[src/rtl/uart_rx.sv]
// UART receiver: 2-flop synchronized line, mid-bit sampling FSM, single-word
// output register with valid/ready handshake, framing-error and overrun pulses.
module uart_rx #(
    parameter int DATA_WIDTH  = 8,
    parameter int CLK_FREQ_HZ = 100000000,
    parameter int BAUDRATE    = 115200
) (
    input  logic                  clk,
    input  logic                  rst_n,
    input  logic                  rxd,
    output logic [DATA_WIDTH-1:0] axiod,
    output logic                  axiov,
    input  logic                  axior,
    output logic                  framing_err,
    output logic                  overrun
);

    // state  | meaning
    // IDLE   | line idle, waiting for a falling edge on rxs
    // START  | timing to the middle of the start bit, rejecting glitches
    // DATA   | sampling DATA_WIDTH bits, one per baud period, LSB first
    // STOP   | sampling the stop bit, then deliver or flag framing error

    localparam int BAUD_PERIOD = CLK_FREQ_HZ / BAUDRATE;
    localparam int HALF        = BAUD_PERIOD / 2;
    localparam int CNT_W       = (BAUD_PERIOD > 1) ? $clog2(BAUD_PERIOD) : 1;
    localparam int IDX_W       = (DATA_WIDTH > 1) ? $clog2(DATA_WIDTH) : 1;

    localparam logic [CNT_W-1:0] CNT_HALF_END = CNT_W'(HALF - 1);
    localparam logic [CNT_W-1:0] CNT_BIT_END  = CNT_W'(BAUD_PERIOD - 1);
    localparam logic [IDX_W-1:0] IDX_LAST     = IDX_W'(DATA_WIDTH - 1);

    typedef enum logic [1:0] {
        IDLE  = 2'd0,
        START = 2'd1,
        DATA  = 2'd2,
        STOP  = 2'd3
    } state_t;

    state_t                state;
    logic [CNT_W-1:0]      cnt;
    logic [IDX_W-1:0]      bit_idx;
    logic [DATA_WIDTH-1:0] shift_reg;
    logic                  rx_meta;
    logic                  rxs;
    logic                  rx_prev;

    always_ff @(posedge clk or negedge rst_n) begin
        if (!rst_n) begin
            state       <= IDLE;
            cnt         <= '0;
            bit_idx     <= '0;
            shift_reg   <= '0;
            rx_meta     <= 1'b1;
            rxs         <= 1'b1;
            rx_prev     <= 1'b1;
            axiod       <= '0;
            axiov       <= 1'b0;
            framing_err <= 1'b0;
            overrun     <= 1'b0;
        end else begin
            rx_meta     <= rxd;
            rxs         <= rx_meta;
            rx_prev     <= rxs;
            framing_err <= 1'b0;
            overrun     <= 1'b0;

            // A delivery in the same cycle below overrides this clear.
            if (axiov && axior)
                axiov <= 1'b0;

            case (state)
                IDLE: begin
                    if (rx_prev && !rxs) begin
                        state <= START;
                        cnt   <= '0;
                    end else begin
                        cnt <= cnt + 1'b1;
                    end
                end
                START: begin
                    if (cnt == CNT_HALF_END) begin
                        if (!rxs) begin
                            state   <= DATA;
                            cnt     <= '0;
                            bit_idx <= '0;
                        end else begin
                            state <= IDLE;
                        end
                    end else begin
                        cnt <= cnt + 1'b1;
                    end
                end
                DATA: begin
                    if (cnt == CNT_BIT_END) begin
                        shift_reg <= {rxs, shift_reg[DATA_WIDTH-1:1]};
                        cnt       <= '0;
                        bit_idx   <= bit_idx + 1'b1;
                        if (bit_idx == IDX_LAST)
                            state <= STOP;
                    end else begin
                        cnt <= cnt + 1'b1;
                    end
                end
                STOP: begin
                    if (cnt == CNT_BIT_END) begin
                        state <= IDLE;
                        cnt   <= '0;
                        if (rxs) begin
                            if (!axiov || axior) begin
                                axiod <= shift_reg;
                                axiov <= 1'b1;
                            end else begin
                                overrun <= 1'b1;
                            end
                        end else begin
                            framing_err <= 1'b1;
                        end
                    end else begin
                        cnt <= cnt + 1'b1;
                    end
                end
                default: state <= IDLE;
            endcase
        end
    end

endmodule

[config.mk]
export PLATFORM = sky130hd
export DESIGN_NAME = uart_rx
export DESIGN_NICKNAME = d
export VERILOG_FILES = /design/src/rtl/uart_rx.sv
export SDC_FILE = /design/constraint.sdc
export NUM_CORES = 1
export LEC_CHECK = 0
export BUFFER_PORTS_ARGS = -buffer_cell sky130_fd_sc_hd__buf_2
export CAP_MARGIN = 40
export CORE_MARGIN = 5
export CORE_UTILIZATION = 47
export CTS_BUF_LIST = sky130_fd_sc_hd__clkbuf_4 sky130_fd_sc_hd__clkbuf_8
export CTS_CLUSTER_SIZE = 24
export DETAILED_ROUTE_END_ITERATION = 7
export PLACE_DENSITY = 0.72
export RECOVER_POWER = 25
export SLEW_MARGIN = 10
export SYNTH_ARGS = -nofsm -noshare
export SYNTH_HDL_FRONTEND = slang
export SYNTH_SLANG_ARGS = --single-unit
[constraint.sdc]
create_clock -name clk -period 2.23 [get_ports clk]
set_input_delay 0.1115 -clock clk [delete_from_list [all_inputs] [get_ports clk]]
set_output_delay 0.1115 -clock clk [all_outputs]
set_load 0.005 [all_outputs]
# Word-level counts from Yosys, hierarchy flattened

Index checks and enable logic that the tools add are counted.

Add/subtract/negate cells: 2
Eq/ne operators: 13
Multiplexer cells: 28
Reductions and logical operators: 12

Operators with widths:

| cell                                                 | number |
|---|---|
| 2-to-1 mux 10 bit                                    | 4 |
| one-hot mux 10 bit (3 select lines)                  | 1 |
| 2-to-1 mux 1 bit                                     | 12 |
| 2-to-1 mux 2 bit                                     | 6 |
| != test 2 bit, second input constant                 | 6 |
| adder 10 x 1 -> 10 bit, second input constant        | 1 |
| equality test 10 bit, second input constant          | 1 |
| equality test 10 x 9 -> 1 bit, second input constant | 1 |
| 2-to-1 mux 3 bit                                     | 3 |
| one-hot mux 2 bit (4 select lines)                   | 1 |
| AND reduction 4 bit                                  | 2 |
| one-hot mux 3 bit (2 select lines)                   | 1 |
| AND reduction 5 bit                                  | 1 |
| equality test 2 bit, second input constant           | 2 |
| adder 3 x 1 -> 3 bit, second input constant          | 1 |
| equality test 3 bit, second input constant           | 1 |
| != test 3 bit, second input constant                 | 1 |
| equality test 2 x 1 -> 1 bit, second input constant  | 1 |
| logical AND 1 bit                                    | 2 |
| zero test 1 bit                                      | 2 |
| zero test 2 bit                                      | 1 |
| AND reduction 2 bit                                  | 1 |
| nonzero test 2 bit                                   | 1 |
| OR reduction 2 bit                                   | 1 |
| logical OR 1 bit                                     | 1 |

Flip-flop bits (word level): 37
Bits of input ports: 4
Output and inout bits: 11
Word-level logic and storage cells: 66

# Depth between registers and ports, before layout

Gate-level depths: netlist (run 1).

Depth in word-level cells: 6
Mapped depth: 7
Mapped depth without buffers: 6

# Least setup slack after synthesis (run 1)

OpenSTA, ideal clock, no wires.

Path kind: flip-flop to flip-flop
Start: register cnt[0]
End: register axiod[0]
Setup time: 125 ps
Arrival time: 1778 ps
Data required time: 2105 ps
Setup slack: 327 ps
Stages on the path, launching flop included: 8
Path buffers: 2
Clock period less this slack: 1903 ps
Cells stage by stage: dfrtp_1 > ha_1 > nor4bb_2 > and4_1 > buf_6 > and4_4 > buf_12 > mux2_4

Word-level cells in the longest chain between the ends: 2

Ends and longest elaborated chain:

| item                          | RTL line | text |
|---|---|---|
| from (decl)                   | 41       | `logic [CNT_W-1:0] cnt;` |
| from (signal assigned)        | 78       | `cnt <= cnt + 1'b1;` |
| from (signal assigned)        | 91       | `cnt <= cnt + 1'b1;` |
| from (signal assigned)        | 102      | `cnt <= cnt + 1'b1;` |
| equality test 10 bit          | 106      | `if (cnt == CNT_BIT_END) begin` |
| AND reduction 4 bit (no line) | --       |  |
| to (signal assigned)          | 111      | `axiod <= shift_reg;` |
| to (decl)                     | 11       | `output logic [DATA_WIDTH-1:0] axiod,` |

Every way passes these cells.
A chain may end at the register's enable or synchronous reset.

# Worst setup path after layout (run 1)

Start: register cnt[0]
End: register cnt[7]

Word-level cells in the longest chain between the ends: 3
Elaborated cells between the ends (all ways): 8
Classes of those cells: add/sub: 1; eq/ne: 3; mux: 4

Ends and longest elaborated chain:

| item                                                 | RTL line | text |
|---|---|---|
| adder 10 x 1 -> 10 bit, or another cell as far along | --       |  |
| 2-to-1 mux 10 bit (on tied branches)                 | --       |  |
| one-hot mux 10 bit (3 select lines)                  | 72       | `case (state)` |

Parallel ways exist; a longest one is shown, timed or not.

==> out/summary.md, run 1 <==
* finished, final reports clean — status
* dfrtp_1 (51%), mux2_4 (7.2%), mux2_2 (5.4%), dfstp_2 (4.7%), ha_1 (3.0%) — largest cells by area after synthesis
* 4 — DR pass1 iterations
* 4870 um2 — overall die area
* 46 — DRC marker count from the first detailed-route iteration
* 0.149 — proportion of synthesized area in mux cells
* 2.26 ns — worst endpoint data arrival time
* 0.881 ns — actual slew at the worst max-slew pin
* 1.00 — async set-or-reset flop fraction in the synthesized netlist
* 0.272 — layout cells sized above 1
* 0 — Post-DRT Antenna Nets
* in2reg — HP Class
* 2 — H-tree depth reported by CTS
* 38 — maximum number of pins on one net before global-route repair
* 0.750 — routability cong.
* 0 — count of flip-flops with a built-in enable after synthesis
* 14 — number of buffers added on ports
* 0 — total of max-cap violations
* 11.6% — area added between synthesis and finish
* 1038 — DR vias
* 0.895 — post-route clock period utilization
* cnt[0] — Crit Reg-Reg Startpoint
* 37 — flops & latches, synth
* 930 um2 — FF+latch area
* 3390 um2 — total core area
* 1.24 mm — post-route met1 wirelength
* 69.8 um — chip width
* 0.47 ns — longest individual stage delay on the worst path
* 158 — number of nets in the layout
* 129 — instance count of the mapped netlist
* 69.8 um — height of the die
* 0 — final-report max-slew violation count
* dfrtp_1 — cell type with the highest aggregate area in the netlist
* 137 — Mapped Nets
* 5.27 — Via-to-Cell Ratio
* 4.90 mm — global-route wire length before repair
* a221o_2 — cell with the biggest individual delay on the critical path
* 10 — number of flip-flops in the largest register
* 0.33 ns — insertion delay to the later sink of the worst-skew pair
* 0.554 mV — Worst VDD drop
* 0.0948 ns — worst hold margin
* 0.282 — switching share of power
* 0 — total of warnings raised by yosys
* 0 — hold violation total from the final report
* 0 — DRC violations left
* 2.00 ns — Final Critical Period
* 0 ns — setup TNS
* 38 — number of distinct library cell variants in the gate-level netlist after synthesis
* 5 — number of clock buffers inserted by TritonCTS
* dfrtp_1 — most instantiated library cell after synthesis
* false — RSZ-0062 raised after global routing
* 414 uW — Switching Power
* 0.507 — top-area cell type share of the netlist area
* 1680 um2 — total standard cell area after synthesis
* 2 — buffer depth of the longest clock path
* axior — worst hold start
* ha_1 -> nor4bb_2 -> and4_1 -> buf_4 -> a221o_2 -> a21oi_1 — worst path cell trace
* met4 — uppermost signal routing layer after detailed routing
* clkbuf_4 — CTS Root Cell
* 0.0365 — xor/xnor share of the synthesized area
* 15 — # IOs
* 274 — Fill cells
* 0 — total gr overflow
* 0.11 ns — clock transition time at the flip-flop clock pins of the worst setup and hold paths
* 501 MHz — timing-limited maximum frequency
* 1031 — via count of the first global-routing pass
* 0.412 — relative slew slack
* done — TritonCTS clock tree
* 702 um2 — footprint of the multi-input gates
* 0.126 — GRT Total Usage
* 0.00995 ns — final clock skew
* register — critical path startpoint category
* 143 um — WL met3
* dfrtp_1 (34), nand2_1 (10), mux2_2 (8), mux2_4 (8), a21oi_1 (7) — commonest cells in the synthesized netlist
* dfrtp_1 — commonest register cell after synthesis
* 0.0492 — complex-gate fraction of the synthesized area
* 1060 uW — internal power contribution
* 37 — TritonCTS sink count
* 0.125 — combinational power share
* 0 — buffers inserted during post-CTS setup optimization
* 0 — Finish-stage setup viols
* simple AND/OR/NAND/NOR gates — largest family of logic cells by synthesized area
* 0 — Resized cells post-CTS
* 21 — number of placement rows
* 0 — number of antenna violations at the first check in global routing
* 0.554 — share of the yosys chip area belonging to registers
* 1.38 mm — wire length on met2
* reg2reg — path type of the worst setup path
* 0.316 — share of total power in the clock network
* 10 — worst-path maximum fanout
* 2.03 mm — post-detailed-placement half-perimeter wirelength
* 13.0 um2 — Avg Cell Area, Syn
* 2.81 mm — total wire length after detailed routing
* 14.3 um — Routed wire per std cell
* cnt[0] — crit path launch
* 0.000857 uW — standby leakage power
* 2.49 ns — required time reported for the critical path endpoint
* 0.154 — fraction of the mapped netlist area in simple logic gates
* 0.495 — effective utilization at floorplan
* register — capturing element type of the critical path
* 784 nW/um2 — areal power density over the cells
* 0.559 — part of the total power dissipated in sequential elements
* 0 — n_diodes
* 0.0298 — post-synthesis adder-cell area fraction
[path summary, 6_finish.rpt]
path | slack (ns) | cells past startpoint | end
max | 0.23 | 6 | cnt[7]
min | 0.09 | 3 | axiov
max reg2reg | 0.23 | 6 | cnt[7]
min reg2reg | 0.37 | 0 | rxs
max in group asynchronous | 1.26 | 2 | cnt[2]
min in group asynchronous | 0.42 | 2 | axiod[0]
[power groups by stage]
| stage | Clock [uW] | Sequential, uW | Combinational (uW) |
|---|---|---|---|
| floorplan | 0 | 812 | 139 |
| global placement | 0 | 829 | 171 |
| detailed placement | 0 | 832 | 184 |
| CTS | 479 | 820 | 187 |
| global route | 510 | 832 | 210 |
| finish | 464 | 821 | 184 |
[cells by family (layout without fill, tap and decap cells)]
logic type	count (synthesis)	in the layout
AO/OA/AOI/OAI	13	13
multiplexers	20	20
adder cells (fa/ha/maj)	4	4
AND/OR/NAND/NOR	42	42
flip-flops	37	37
buffers and inverters	6	28
XOR/XNOR	7	7
[metal layers]
metal | vias up | global-route usage
li1 | 496 | -
met1 | 507 | 0.153
met2 | 30 | 0.203
met3 | 5 | 0.0406
met4 | 0 | 0.0553
met5 | - | 0
[cells in the final DEF (no fill, tap or decap), types with 3 or more instances in the layout]
master | synthesis | routed
nor2b_1 | 3 | 3
mux2_2 | 8 | 8
nand2_1 | 10 | 10
buf_2 | 1 | 6
inv_1 | 3 | 3
mux2i_1 | 4 | 4
xnor2_1 | 5 | 5
a21oi_1 | 7 | 7
nor2_1 | 4 | 4
ha_1 | 4 | 4
mux2_4 | 8 | 8
clkbuf_1 | 0 | 7
clkbuf_4 | 0 | 5
nand3_1 | 6 | 6
dfrtp_1 | 34 | 34
[through the flow]
stage | cells | total power, uW | util | cell area [um2] | worst slack, ns
detailed placement | 187 | 1020 | 0.525 | 1780 | 0.236
global placement | 187 | 1000 | 0.525 | 1780 | 0.330
floorplan | 129 | 952 | - | 1680 | 0.327
global route | 197 | 1550 | 0.553 | 1870 | 0.117
CTS | 197 | 1490 | 0.555 | 1880 | 0.207
finish | 197 | 1470 | 0.553 | 1870 | 0.233
[layout make-up]
type,count,share of cell area
clock inverter,3,0.0247
clock buffer,5,0.0200
inverter,3,0.00601
sequential,37,0.496
multi-input combinational,86,0.375
tap,46,0.0307
timing repair buffer,17,0.0474
[worst max-delay path: cells and delay by family (launching register included)]
| kind | cells | cell delay [ns] |
|---|---|---|
| AOI/OAI and AO/OA | 2 | 0.66 |
| and+or+nand+nor | 2 | 0.41 |
| buffers and inverters | 1 | 0.16 |
| adders and majority gates | 1 | 0.25 |
| DFF | 1 | 0.44 |
[repair_timing]
| action | in CTS | in global routing |
|---|---|---|
| endpoints found under the setup margin | 0 | 0 |
| hold buffers | 2 | 0 |
| endpoints found under the hold margin | 35 | 0 |
No activity file was read; power rests on OpenSTA's default activity.
==> run 2: changes to the inputs <==
ABC_AREA = 1   (was not set)
SKIP_LAST_GASP = 1   (was not set)
==> run 2 against run 1 <==
Effect of this change: maximum frequency increased by 23%; die area increased by 5.7%; combinational power increased by 97%; synthesized cell count increased by 49%; clock skew decreased by 0.0082 ns; utilization decreased by 0.27 points; count of clock-buffer cells in the layout increased by 2; highest routed layer unchanged; sequential power decreased by 3.5%; global-route usage decreased by 0.098 points.
==> out/summary.md, run 2 <==
* 29 — number of distinct library cell variants in the gate-level netlist after synthesis, -24%
* 2 — hold-fix buffer count after cts, unchanged
* 10 — number of flip-flops in the largest register, unchanged
* 14 — number of buffers added on ports, unchanged
* 1210 — DR vias, +17%
* dfrtp_1 (47%), nand2_1 (10%), inv_1 (5.2%), dfstp_2 (4.4%), o21ai_2 (3.4%) — largest cells by area after synthesis
* nand2_1 — most common cell after layout, fill and taps aside
* 3690 um2 — total core area, +8.8%
* 5150 um2 — overall die area, +5.7%
* 38 — maximum number of pins on one net before global-route repair, unchanged
* 518 uW — Switching Power, +25%
* 43 — DRC marker count from the first detailed-route iteration, -6.5%
* 200 — Mapped Nets, +46%
* register — critical path startpoint category
* 71.7 um — height of the die, +2.8%
* 615 MHz — timing-limited maximum frequency, +23%
* 0 ns — setup TNS, unchanged
* 0 — total of max-cap violations, unchanged
* 0.343 — share of total power in the clock network, +0.027
* dfrtp_1 — commonest register cell after synthesis
* in2reg — HP Class
* 219 — number of nets in the layout, +39%
* 0.00176 ns — final clock skew, -0.00819 ns
* 22 — number of placement rows, +4.8%
* 0 — total gr overflow, unchanged
* 0.486 — effective utilization at floorplan, -0.00963
* 0.294 — switching share of power, +0.0127
* reg2reg — path type of the worst setup path
* 4.65 — Via-to-Cell Ratio, -12%
* 0 — Post-DRT Antenna Nets, unchanged
* 0.519 — share of the yosys chip area belonging to registers, -0.0348
* 867 nW/um2 — areal power density over the cells, +11%
* 728 um2 — footprint of the multi-input gates, +3.7%
* 0 — Finish-stage setup viols, unchanged
* 0 — hold violation total from the final report, unchanged
* 0.600 ns — setup slack after placement, +0.364 ns
* bit_idx[0] — FF-to-FF End
* 0 — n_diodes, unchanged
* 0.207 — combinational power share, +0.082
* 930 um2 — FF+latch area, unchanged
* 2 — buffer depth of the longest clock path, unchanged
* 1.85 ns — worst endpoint data arrival time, -0.41 ns
* 0.231 — layout cells sized above 1, -0.0404
* 0.891 ns — actual slew at the worst max-slew pin, +0.00936 ns
* cnt[0] — Crit Reg-Reg Startpoint
* 1201 — via count of the first global-routing pass, +16%
* 346 — Fill cells, +26%
* 0 — buffers inserted during post-CTS setup optimization, unchanged
* 0.28 ns — insertion delay to the later sink of the worst-skew pair, -0.05 ns
* 0.450 — part of the total power dissipated in sequential elements, -0.109
* 192 — instance count of the mapped netlist, +49%
* register — capturing element type of the critical path
* 5 — number of clock buffers inserted by TritonCTS, unchanged
* 0.729 — post-route clock period utilization, -0.167
* done — TritonCTS clock tree
* clkbuf_8 — CTS Root Cell
* 0 — Resized cells post-CTS, unchanged
* 0.60 ns — R2R Setup Slk, +0.37 ns
* 13.2% — area added between synthesis and finish
* axior — worst hold start
* 0.07 ns — clock transition time at the flip-flop clock pins of the worst setup and hold paths, -0.04 ns
* 2.45 ns — required time reported for the critical path endpoint, -0.04 ns
* 37 — TritonCTS sink count, unchanged
* 8 — Worst R2R Path Depth, +2
* 15 — # IOs, unchanged
* 1240 uW — internal power contribution, +18%
* 2 — H-tree depth reported by CTS, unchanged
* 2.83 mm — total wire length after detailed routing, +0.89%
* 4 — DR pass1 iterations, unchanged
* false — RSZ-0062 raised after global routing
* 0 — DRC violations left, unchanged
* 0.125 — GRT Total Usage, -0.000976
* 0.605 ns — PnR worst setup slack, +0.371 ns
* 0 — count of flip-flops with a built-in enable after synthesis, unchanged
* nand2_1 (48), dfrtp_1 (34), inv_1 (25), o21ai_0 (11), nor2_1 (10) — commonest cells in the synthesized netlist
* 0 — final-report max-slew violation count, unchanged
* 2.08 mm — post-detailed-placement half-perimeter wirelength, +2.6%
* 9.33 um2 — Avg Cell Area, Syn, -28%
* finished, final reports clean — status
* 71.7 um — chip width, +2.8%
* 1.63 ns — Final Critical Period, -0.371 ns
* nand2_1 — most instantiated library cell after synthesis
* 0 — number of antenna violations at the first check in global routing, unchanged
* nand2_1 (48), dfrtp_1 (34), inv_1 (25), o21ai_0 (11), nor2_1 (10) — commonest cells after routing, fill and taps aside
* cnt[0] — crit path launch
* 0.00100 uW — standby leakage power, +17%
* 5.16 mm — global-route wire length before repair, +5.3%
* 0.406 — relative slew slack, -0.00624
* 0.493 mV — Worst VDD drop, -11%
* 37 — flops & latches, synth, unchanged
* 0 — total of warnings raised by yosys, unchanged
* 10.9 um — Routed wire per std cell, -24%
* dfrtp_1 — cell type with the highest aggregate area in the netlist
* 17 — worst-path maximum fanout, +7
* bit_idx[0] — worst setup path end
* 0.475 — top-area cell type share of the netlist area, -0.0318
* 0.750 — routability cong., about the same
* 1.00 — async set-or-reset flop fraction in the synthesized netlist, unchanged
* 1790 um2 — total standard cell area after synthesis, +6.7%
## run 2: how the worst min path moves through the flow
stage / slack (ns) / to / cells past startpoint
after detailed placement: 0.22 / rx_meta / 1
after global routing: 0.18 / overrun / 4
after global placement: 0.22 / rx_meta / 1
after CTS: 0.15 / overrun / 4
final: 0.16 / overrun / 4
after floorplan: -0.18 / async pin / 0
## run 2: kinds of logic after synthesis
family	Yosys count	share of synthesized area
compound gates	23	0.0817
xor+xnor	7	0.0342
fa+ha+maj	4	0.0279
buf+inv	32	0.0747
flops	37	0.519
simple gates	89	0.263
## run 2: power by group through the flow
stage	sequential (uW)	clock (uW)	combinational (uW)
floorplan	782	0	310
global placement	802	0	354
detailed placement	805	0	367
CTS	792	620	371
global route	799	661	411
finish	792	603	363
## run 2: layer usage
layer	up-vias	part of all wire	track usage
met5	-	0	0
met4	0	0.0095	0.0438
met3	5	0.037	0.0351
met2	19	0.48	0.204
met1	556	0.47	0.158
li1	630	-	-
## run 2: through the flow
step,area (um2),std cells,power [uW],util,hold WS [ns]
floorplan,1790,192,1090,-,-0.184
global route,2030,260,1870,0.550,0.181
CTS,2030,260,1780,0.551,0.151
finish,2030,260,1760,0.550,0.156
global placement,1890,250,1160,0.513,0.218
detailed placement,1890,250,1170,0.513,0.218
## run 2: cell type report
class                           instances  share of cell area
Tap cell                               48              0.0296
Timing Repair Buffer                   16              0.0419
Clock buffer                            7              0.0444
Sequential cell                        37               0.458
Inverter                               28              0.0518
Clock inverter                          1              0.0148
Multi-Input combinational cell        123               0.359
## run 2: worst max-delay path, stage by stage (launching register included)
cell	delay, ns
dfrtp_1	0.41
ha_1	0.23
nand2_1	0.10
nor2_4	0.13
nand2_4	0.09
nor2_4	0.28
inv_2	0.08
or2_0	0.20
nand2_1	0.06
